File: src/rtl/multi_chan_xfer_pkg.sv
// Shared state encoding and constants for the multi-channel sample transfer block.
package multi_chan_xfer_pkg;

  typedef enum logic [2:0] {IDLE, START, SEEK, READ, CKSUM, DRAIN} state_e;

  localparam int DRAIN_CYCLES = 2;
  localparam int PAD_WORD     = 0;

endpackage

File: src/rtl/multi_chan_xfer_chan_pick.sv
// Lowest enabled channel at or above a start index; purely combinational.
module chan_pick #(
  parameter int NCHAN = 16,
  parameter int CHW   = $clog2(NCHAN)
) (
  input  logic [NCHAN-1:0] mask_i,
  input  logic [CHW-1:0]   start_i,
  output logic             found_o,
  output logic [CHW-1:0]   idx_o
);

  // Scan downward so the lowest qualifying index is the last one written.
  always_comb begin
    found_o = 1'b0;
    idx_o   = '0;
    for (int i = NCHAN-1; i >= 0; i--) begin
      if (mask_i[i] && (i >= int'(start_i))) begin
        found_o = 1'b1;
        idx_o   = CHW'(i);
      end
    end
  end

endmodule

File: src/rtl/multi_chan_xfer.sv
// Scans NCHAN channel FIFOs per event and muxes NSAMP samples per enabled channel into one write stream.
// Optional XOR trailer word built when MULTI_CHAN_XFER_CKSUM_EN is defined.
module multi_chan_xfer
  import multi_chan_xfer_pkg::*;
#(
  parameter int  NCHAN = 16,
  parameter int  DW    = 12,
  parameter int  NSAMP = 8,
  localparam int CHW   = $clog2(NCHAN)
) (
  input  logic                CLK,
  input  logic                RST,
  input  logic                JTAG_MODE,
  input  logic                J_RD_FIFO,
  input  logic [NCHAN*DW-1:0] DIN,
  input  logic [NCHAN-1:0]    F_MT,
  input  logic                RDY,
  input  logic [NCHAN-1:0]    CHAN_MASK,
  output logic [NCHAN-1:0]    RD_ENA,
  output logic                L1A_RD_EN,
  output logic                WREN,
  output logic [DW-1:0]       DMUX,
  output logic [CHW-1:0]      CHAN_OUT,
  output logic                BUSY,
  output logic                DONE,
  output logic                UNDERRUN
);

  localparam int SW  = (NSAMP > 1) ? $clog2(NSAMP) : 1;
  localparam int DCW = (DRAIN_CYCLES > 1) ? $clog2(DRAIN_CYCLES) : 1;
`ifdef MULTI_CHAN_XFER_CKSUM_EN
  localparam state_e END_ST = CKSUM;
`else
  localparam state_e END_ST = DRAIN;
`endif

  state_e           state_q, state_d;
  logic [NCHAN-1:0] mask_q, mask_d;
  logic [CHW-1:0]   ch_q, ch_d;
  logic [SW-1:0]    scnt_q, scnt_d;
  logic [DCW-1:0]   dcnt_q, dcnt_d;
  logic             pick_found;
  logic [CHW-1:0]   pick_idx;
  logic             drain_last, slot_vld, slot_pad, re;

  logic [NCHAN-1:0] rd_ena_q;
  logic             vld1_q, pad1_q, wren_q, done_q, underrun_q;
  logic [CHW-1:0]   ch1_q, chan_q;
  logic [DW-1:0]    dmux_q, dmux_d;

  chan_pick #(.NCHAN(NCHAN), .CHW(CHW)) u_pick (
    .mask_i  (mask_q),
    .start_i (ch_q),
    .found_o (pick_found),
    .idx_o   (pick_idx)
  );

  assign drain_last = (dcnt_q == DCW'(DRAIN_CYCLES-1));

  always_ff @(posedge CLK or posedge RST) begin
    if (RST) begin
      state_q <= IDLE;
      mask_q  <= '0;
      ch_q    <= '0;
      scnt_q  <= '0;
      dcnt_q  <= '0;
    end else begin
      state_q <= state_d;
      mask_q  <= mask_d;
      ch_q    <= ch_d;
      scnt_q  <= scnt_d;
      dcnt_q  <= dcnt_d;
    end
  end

  always_comb begin
    state_d = state_q;
    mask_d  = mask_q;
    ch_d    = ch_q;
    scnt_d  = scnt_q;
    dcnt_d  = (state_q == DRAIN) ? dcnt_q + 1'b1 : '0;
    case (state_q)
      IDLE:  if (RDY) state_d = START;
      START: begin
        mask_d  = CHAN_MASK;
        ch_d    = '0;
        scnt_d  = '0;
        state_d = SEEK;
      end
      SEEK: begin
        if (pick_found) begin
          ch_d    = pick_idx;
          state_d = READ;
        end else begin
          state_d = END_ST;
        end
      end
      READ: begin
        scnt_d = scnt_q + 1'b1;
        if (scnt_q == SW'(NSAMP-1)) begin
          scnt_d = '0;
          if (ch_q == CHW'(NCHAN-1)) begin
            state_d = END_ST;
          end else begin
            ch_d    = ch_q + 1'b1;
            state_d = SEEK;
          end
        end
      end
      CKSUM: state_d = DRAIN;
      DRAIN: if (drain_last) state_d = IDLE;
      default: state_d = IDLE;
    endcase
    // JTAG override wins over every transition, including leaving IDLE.
    if (JTAG_MODE) state_d = IDLE;
  end

  always_comb begin
    slot_vld = !JTAG_MODE && ((state_q == READ) || (state_q == CKSUM));
    slot_pad = (state_q == READ) && F_MT[ch_q];
    re       = !JTAG_MODE && (state_q == READ) && !F_MT[ch_q];
  end

  assign L1A_RD_EN = (state_q == START);
  assign BUSY      = (state_q != IDLE);

`ifdef MULTI_CHAN_XFER_CKSUM_EN
  logic          ck1_q;
  logic [DW-1:0] acc_q;

  // Accumulator folds in every data/pad word as it lands in DMUX.
  always_ff @(posedge CLK or posedge RST) begin
    if (RST) begin
      ck1_q <= 1'b0;
      acc_q <= '0;
    end else begin
      ck1_q <= (state_q == CKSUM);
      if (state_q == START)      acc_q <= '0;
      else if (vld1_q && !ck1_q) acc_q <= acc_q ^ dmux_d;
    end
  end
`endif

  always_comb begin
    dmux_d = DIN[ch1_q*DW +: DW];
    if (pad1_q) dmux_d = DW'(PAD_WORD);
`ifdef MULTI_CHAN_XFER_CKSUM_EN
    if (ck1_q) dmux_d = acc_q;
`endif
  end

  always_ff @(posedge CLK or posedge RST) begin
    if (RST) begin
      rd_ena_q   <= '0;
      vld1_q     <= 1'b0;
      pad1_q     <= 1'b0;
      ch1_q      <= '0;
      wren_q     <= 1'b0;
      dmux_q     <= '0;
      chan_q     <= '0;
      done_q     <= 1'b0;
      underrun_q <= 1'b0;
    end else begin
      rd_ena_q <= re ? (NCHAN'(1) << ch_q) : '0;
      vld1_q   <= slot_vld;
      pad1_q   <= slot_pad;
      ch1_q    <= ch_q;
      wren_q   <= vld1_q;
      if (vld1_q) begin
        dmux_q <= dmux_d;
        chan_q <= ch1_q;
      end
      done_q <= (state_q == DRAIN) && drain_last && !JTAG_MODE;
      if (state_q == START)          underrun_q <= 1'b0;
      else if (slot_vld && slot_pad) underrun_q <= 1'b1;
    end
  end

  assign RD_ENA   = JTAG_MODE ? {NCHAN{J_RD_FIFO}} : rd_ena_q;
  assign WREN     = wren_q;
  assign DMUX     = dmux_q;
  assign CHAN_OUT = chan_q;
  assign DONE     = done_q;
  assign UNDERRUN = underrun_q;

endmodule
File: config.mk
export PLATFORM = sky130hd
export DESIGN_NAME = multi_chan_xfer
export DESIGN_NICKNAME = d
export VERILOG_FILES = /design/src/rtl/multi_chan_xfer_pkg.sv /design/src/rtl/multi_chan_xfer_chan_pick.sv /design/src/rtl/multi_chan_xfer.sv
export SDC_FILE = /design/constraint.sdc
export NUM_CORES = 1
export LEC_CHECK = 0
export ABC_AREA = 1
export BUFFER_PORTS_ARGS = -buffer_cell sky130_fd_sc_hd__buf_2
export CORE_AREA = 4 4 116 118
export CTS_BUF_LIST = sky130_fd_sc_hd__clkbuf_8
export CTS_CLUSTER_SIZE = 14
export DETAILED_ROUTE_END_ITERATION = 8
export DIE_AREA = 0 0 120 122
export PLACE_DENSITY = 0.75
export SKIP_LAST_GASP = 1
export SLEW_MARGIN = 20
export SYNTH_ARGS = -nofsm -noshare
export SYNTH_HDL_FRONTEND = slang
export SYNTH_SLANG_ARGS = --single-unit
File: constraint.sdc
create_clock -name CLK -period 3.3 [get_ports CLK]
set_input_delay 0 -clock CLK [delete_from_list [all_inputs] [get_ports CLK]]
set_output_delay 0 -clock CLK [all_outputs]
set_load 0.02 [all_outputs]
==> results of run 1 <==
-- cell type report --
| class | count | area, um2 |
|---|---|---|
| well taps | 172 | 215 |
| fillers | 1300 | 5730 |
| flip-flops and latches | 68 | 1700 |
| repair buffers | 295 | 1600 |
| multi-input cells | 584 | 2800 |
| diodes | 5 | 12.5 |
| clock inverters | 7 | 91.3 |
| clock buffers | 9 | 124 |
| inverters | 50 | 190 |
-- kinds of logic after synthesis --
logic type	Yosys count	synth area share, %
adder cells (fa/ha/maj)	9	2.30
buffers and inverters	99	7.98
AO/OA/AOI/OAI	233	27.4
flip-flops	68	34.8
AND/OR/NAND/NOR	342	27.5
-- cell usage after synthesis --
| cell type | number | area share (%) |
|---|---|---|
| nand2_1 | 173 | 13 |
| nor2_1 | 137 | 11 |
| o21ai_0 | 133 | 14 |
| dfrtp_1 | 68 | 35 |
| inv_1 | 44 | 3.4 |
| clkbuf_1 | 43 | 3.3 |
| o22ai_1 | 30 | 3.8 |
| o221ai_1 | 20 | 3.6 |
| a21oi_1 | 16 | 1.6 |
| nand3_1 | 15 | 1.5 |
| o21ai_1 | 13 | 1.3 |
| ha_1 | 9 | 2.3 |
| nor3_1 | 6 | 0.61 |
| a31oi_1 | 5 | 0.64 |
| inv_2 | 4 | 0.31 |
| nand2_2 | 4 | 0.51 |
| o211ai_1 | 4 | 0.61 |
| o21ai_2 | 4 | 0.72 |
| a22o_1 | 2 | 0.36 |
| buf_2 | 2 | 0.20 |
| buf_6 | 2 | 0.46 |
| clkinv_1 | 2 | 0.15 |
| nor2_2 | 2 | 0.26 |
| nor3_2 | 2 | 0.41 |
| nor4_1 | 2 | 0.26 |
| o2111ai_1 | 2 | 0.36 |
| a21boi_0 | 1 | 0.15 |
| buf_1 | 1 | 0.077 |
| clkbuf_2 | 1 | 0.10 |
| nand3b_1 | 1 | 0.15 |
| o211ai_2 | 1 | 0.26 |
| o21a_1 | 1 | 0.15 |
| o31ai_1 | 1 | 0.15 |
-- worst min-delay path: stages --
cell,delay (ns)
buf_2,0.07
o21ai_0,0.06
o2111ai_1,0.09
nand2_1,0.10
nand2_1,0.10
nor4_1,0.05
-- power breakdown --
| part | total (mW) | switching (mW) | internal [mW] |
|---|---|---|---|
| Combinational | 2.53 | 1.65 | 0.874 |
| Clock | 0.750 | 0.327 | 0.423 |
| Sequential | 1.32 | 0.240 | 1.08 |
| Total | 4.59 | 2.22 | 2.38 |
-- worst max-delay path by stage --
stage / start / end / slack, ns
floorplan: ch_q[1] / ch_q[2] / 1.31
detailed placement: ch_q[0] / ch_q[3] / 0.82
CTS: ch_q[0] / ch_q[3] / 0.82
finish: ch_q[0] / ch_q[3] / 0.81
global placement: ch_q[0] / ch_q[3] / 0.93
global route: ch_q[0] / ch_q[3] / 0.54
-- per-stage QoR --
stage	util (%)	setup WS, ns	hold slack, ns
2_1_floorplan	-	1.31	0.0715
3_3_place_gp	50.6	0.929	0.202
3_5_place_dp	50.7	0.820	0.141
4_1_cts	53.9	0.818	0.153
5_1_grt	54.0	0.540	0.194
6_report	54.0	0.812	0.177
-- state kept, by name (all words and copies together) (netlist names) --
name	flops
ch_q	4
vld1_q	1
pad1_q	1
DONE	1
CHAN_OUT	4
dcnt_q	1
scnt_q	3
rd_ena_q	16
DMUX	12
state_q	3
UNDERRUN	1
mask_q	16
WREN	1
ch1_q	4
-- layer usage --
metal / up-vias / share of wire, % / track usage (%)
li1: 3043 / - / -
met1: 2762 / 39 / 28.5
met2: 230 / 52 / 42.5
met3: 34 / 6.9 / 4.87
met4: 0 / 2.7 / 9.59
met5: - / 0 / 0
==> summary.md, run 1 <==
| Metric | Value |
|---|---|
| TritonCTS clock tree | `yes` |
| P per Cell Area | `682 mW/mm2` |
| R2R depth | `14` |
| Proportion of layout cells with a drive suffix above 1 | `30.8%` |
| Max incr delay on CP | `0.62 ns` |
| Hold path depth | `6` |
| Via count | `6069` |
| Hold path endpoint | `rd_ena_q[0]` |
| Core Footprint | `0.0125 mm2` |
| Syn. warnings | `0` |
| Skew final | `0.0120 ns` |
| RSZ-0062 raised after global routing | `false` |
| # nets final | `1246` |
| Hpwl dp | `14.2 mm` |
| GRT overflow | `0` |
| Num CTS Buffers | `9` |
| Seq cells post-synth | `68` |
| Crit path time final | `2.49 ns` |
| Fin cells | `1190` |
| Mapped cell area | `0.00489 mm2` |
| H-tree levels | `3` |
| Unique masters post-synth | `33` |
| Slew headroom | `55.8%` |
| Worst Path Buf+Inv | `3` |
| Worst slew pin tran | `0.662 ns` |
| # rows | `41` |
| Most common library cell in the layout ignoring fill and taps | `buf_2` |
| # port buffers | `265` |
| R2r endpoint | `ch_q[3]` |
| Hold WC Path Type | `in -> reg` |
| Kind of critical path | `reg -> reg` |
| Area grow syn2layout | `37.7%` |
| Cts hold-fix bufs | `19` |
| Total power | `4.59 mW` |
| Pin count of the biggest net entering global routing | `61` |
| CP top delay family | `simple AND/OR/NAND/NOR gates` |
| Worst-path cell chain | `inv_2, ha_1, inv_1, nand2_1, o211ai_1, nand2_2, nor2_2, nand2_1, nor3_2, nand2_1, nand2_2, inv_2, nand2_1, o21ai_2` |
| Die area | `0.0146 mm2` |
| Iter 0 DRT Violations | `393` |
| Hold path startpoint | `F_MT[15]` |
| Critical path data required time | `3.52 ns` |
| Vias in the first global route | `5789` |
| Resized cells post-CTS | `0` |
| Clock Tree Buf Depth | `2` |
| Antenna viol nets, final | `0` |
| Slew Viols, Final | `0` |
| Critical Path AT | `2.71 ns` |
| CTS sink cnt | `68` |
| Initial core utilization | `39.2%` |
| Sequential cell area fraction in the yosys report | `34.8%` |
| Critical-path top delay cell | `dfrtp_1` |
| Cells after DPL | `1150` |
| Max-Cap Viols | `0` |
| Highest net fanout along the worst path | `15` |
| Detail-routed via count per cell | `5.10` |
| Worst skew pair latency | `0.34 ns` |
| Final TNS setup | `0 ns` |
| Syn_area_per_cell | `6.51 um2` |
| Worst setup SP type | `register` |
| Residual DRC | `0` |
| Worst-path clk slew | `0.08 ns` |
| Post-DP Area | `0.00632 mm2` |
| Final instance area | `0.00673 mm2` |
| Most Frequent Cell on Critical Path | `nand2_1` |
| Antenna violations before repair | `5` |
| Status | `completed` |
| Tot GR Track Use | `24.0%` |
| Setup crit end kind | `register` |
| # Post-CTS Setup Buffers | `0` |
| Post-Syn Nets | `989` |
| Fin. Hold Viols | `0` |
| Worst VDD drop | `0.336 mV` |
| Top Ports | `266` |
| Die Y-Extent | `122 um` |
| Worst R2R Start | `ch_q[0]` |
| FF-to-FF setup slack | `0.81 ns` |
| P_leak | `3.48 nW` |
| Setup violators final | `0` |
| Routability congestion estimate | `0.884` |
| Most frequent cells in the layout | `265 x buf_2, 173 x nand2_1, 137 x nor2_1` |
| Fmax achieved | `402 MHz` |
| Chip Width | `120 um` |
| 1st-pass router iterations | `5` |
| Final WL | `18.3 mm` |
| Crit. path cell count | `14` |
| WL/cell | `15.4 um` |
| First-pass GRT wire length | `28.4 mm` |
| Post-Synthesis Cells | `751` |
| Period utilization | `75.4%` |
| Root Buffer Master | `clkbuf_8` |
(Power assumes the default switching activity.)
==> run 2, diff against run 1 <==
--- a/config.mk
+++ b/config.mk
@@ -12,7 +12,7 @@
 export CTS_CLUSTER_SIZE = 14
 export DETAILED_ROUTE_END_ITERATION = 8
 export DIE_AREA = 0 0 120 122
-export PLACE_DENSITY = 0.75
+export PLACE_DENSITY = 0.78
 export SKIP_LAST_GASP = 1
 export SLEW_MARGIN = 20
 export SYNTH_ARGS = -nofsm -noshare
==> constraint.sdc (replaced) <==
create_clock -name CLK -period 2.2 [get_ports CLK]
set_input_delay 0 -clock CLK [delete_from_list [all_inputs] [get_ports CLK]]
set_output_delay 0 -clock CLK [all_outputs]
set_load 0.02 [all_outputs]
==> run 2 against run 1 <==
- fmax grew 22%
- via count grew 1.6%
- critical path depth is the same
- utilization grew 1.5 points
- sequential power grew 45%
- routed wire length grew 5.4%
- clock power grew 31%
- first-iteration DRC count grew 18%
==> summary.md, run 2 (synthesis gave the netlist of run 1 again) <==
| Metric | Value |
|---|---|
| Slew headroom | `58.9% (+3.0 points)` |
| Kind of critical path | `reg -> reg` |
| Final TNS setup | `0 ns (unchanged)` |
| Worst VDD drop | `0.533 mV (+59%)` |
| Tot GR Track Use | `25.6% (+1.6 points)` |
| NetSw | `3.43 mW (+54%)` |
| Combinational power share | `59.3% (+4.3 points)` |
| Vias in the first global route | `5797 (+0.14%)` |
| Period utilization | `92.8% (+17 points)` |
| Fin. Hold Viols | `0 (unchanged)` |
| Routability congestion estimate | `0.928 (+5.0%)` |
| Pint | `3.68 mW (+55%)` |
| Setup crit end kind | `register` |
| Setup WS post-layout | `0.158 ns (-0.654 ns)` |
| Final WL | `19.3 mm (+5.4%)` |
| R2R depth | `14 (unchanged)` |
| Proportion of layout cells with a drive suffix above 1 | `32.3% (+1.5 points)` |
| GRT overflow | `0 (unchanged)` |
| Via count | `6165 (+1.6%)` |
| Slew Viols, Final | `0 (unchanged)` |
| Crit path time final | `2.04 ns (-0.446 ns)` |
| Clock power share | `13.9% (-2.4 points)` |
| P per Cell Area | `1030 mW/mm2 (+50%)` |
| Core Footprint | `0.0125 mm2 (unchanged)` |
| 1st-pass router iterations | `5 (unchanged)` |
| # port buffers | `265 (unchanged)` |
| Worst slew pin tran | `0.616 ns (-0.0466 ns)` |
| Detail-routed via count per cell | `5.12 (+0.48%)` |
| Worst setup SP type | `register` |
| WL/cell | `16.1 um (+4.2%)` |
| Most frequent cells in the layout | `265 x buf_2, 171 x nand2_1, 134 x nor2_1` |
| P_leak | `3.60 nW (+3.4%)` |
| Most common library cell in the layout ignoring fill and taps | `buf_2` |
| Hpwl dp | `14.9 mm (+4.9%)` |
| TritonCTS clock tree | `yes` |
| CTS sink cnt | `68 (unchanged)` |
| Seq pwr share | `26.8% (-1.9 points)` |
| Worst skew pair latency | `0.35 ns (about the same)` |
| Antenna violations before repair | `6 (+1)` |
| Switching share of total power | `48.2% (-0.076 points)` |
| First-pass GRT wire length | `29.7 mm (+4.8%)` |
| Die area | `0.0146 mm2 (unchanged)` |
| Root Buffer Master | `clkbuf_8` |
| Hold WC Path Type | `in -> reg` |
| # nets final | `1264 (+1.4%)` |
| Antenna viol nets, final | `0 (unchanged)` |
| H-tree levels | `3 (unchanged)` |
| Die Y-Extent | `122 um (unchanged)` |
| Area grow syn2layout | `41.5%` |
| # rows | `41 (unchanged)` |
| Initial core utilization | `39.2% (unchanged)` |
| Diode count | `0 (-5)` |
| Setup violators final | `0 (unchanged)` |
| Skew final | `0.00824 ns (-0.00375 ns)` |
| Pin count of the biggest net entering global routing | `55 (-9.8%)` |
| Chip Width | `120 um (unchanged)` |
| Status | `completed` |
| DP Worst Slack | `0.0818 ns (-0.738 ns)` |
| Post-Route Utilization | `55.5% (+1.5 points)` |
| Cells after DPL | `1165 (+1.3%)` |
| Fin cells | `1203 (+1.1%)` |
| Critical path data required time | `2.45 ns (-1.07 ns)` |
| Hold path depth | `6 (unchanged)` |
| Total power | `7.11 mW (+55%)` |
| Clock Tree Buf Depth | `2 (unchanged)` |
| Highest net fanout along the worst path | `5 (-10)` |
| Post-DP Area | `0.00650 mm2 (+2.9%)` |
| Hold Slack | `0.166 ns (-0.0109 ns)` |
| Final instance area | `0.00692 mm2 (+2.8%)` |
| Iter 0 DRT Violations | `463 (+18%)` |
| Num CTS Buffers | `9 (unchanged)` |
| Top Ports | `266 (unchanged)` |
| RSZ-0062 raised after global routing | `false` |
| Max-Cap Viols | `0 (unchanged)` |
| Residual DRC | `0 (unchanged)` |
| Fmax achieved | `490 MHz (+22%)` |
| Critical Path AT | `2.29 ns (-0.42 ns)` |
| Worst-path clk slew | `0.07 ns (about the same)` |
## run 2: changes by cell type in the layout (fill, tap and decap cells not counted), moves of 2 or more
| cell | before | now |
|---|---|---|
| nand2_1 | 173 | 171 |
| diode_2 | 5 | 0 |
| nand2_2 | 4 | 6 |
| clkinv_2 | 3 | 1 |
| buf_12 | 0 | 6 |
| inv_1 | 43 | 47 |
| buf_4 | 11 | 23 |
| nor2_2 | 2 | 4 |
| nor2_1 | 137 | 134 |
## run 2: routing by layer
layer	up-vias	global-route usage (%)	share of wire [%]
met1	2773	30.9	39
met5	-	0	0.43
li1	3068	-	-
met2	274	44.6	50
met4	12	6.80	1.8
met3	38	7.43	8.9
## run 2: power by group through the flow
stage / registers, mW / logic (mW) / clock network (mW)
2_1_floorplan: 2.03 / 2.55 / 0
3_3_place_gp: 1.91 / 4.09 / 0
3_5_place_dp: 1.92 / 4.12 / 0
4_1_cts: 1.91 / 4.16 / 1.01
5_1_grt: 1.96 / 4.72 / 1.09
6_report: 1.91 / 4.21 / 0.986
## run 2: repair_timing
action                     in CTS  in global routing
hold buffers                   19                  0
setup endpoints to repair       0                  8
hold endpoints to repair       46                  0
gates resized for setup         0                  8
setup buffers                   0                  3
## run 2: final timing paths
| kind | start | end | slack, ns |
|---|---|---|---|
| setup / recovery | ch_q[0] | ch_q[2] | 0.16 |
| hold / removal | F_MT[15] | rd_ena_q[0] | 0.17 |
| setup reg to reg | ch_q[0] | ch_q[2] | 0.16 |
| hold reg to reg | dcnt_q | dcnt_q | 0.45 |
| max in group asynchronous | RST | ch1_q[0] | 1.28 |
| min in group asynchronous | RST | DMUX[6] | 0.29 |
## run 2: critical path, stage by stage (launching register included)
cell and delay, ns:
dfrtp_1 0.43, inv_2 0.08, ha_2 0.20, inv_1 0.07, nand2_2 0.07, o211ai_1 0.25, nand2_2 0.12, nor2_4 0.10
nand2_2 0.07, nor3_2 0.13, nand2_1 0.11, nand2_2 0.11, inv_2 0.07, nand2_1 0.08, o21ai_2 0.05
## run 2: cell type report
| type | count | area (um2) |
|---|---|---|
| Multi-Input combinational cell | 584 | 2820 |
| Tap cell | 172 | 215 |
| Clock buffer | 10 | 138 |
| Sequential cell | 68 | 1700 |
| Inverter | 50 | 188 |
| Timing Repair Buffer | 313 | 1810 |
| Fill cell | 1250 | 5540 |
| Clock inverter | 6 | 50.0 |
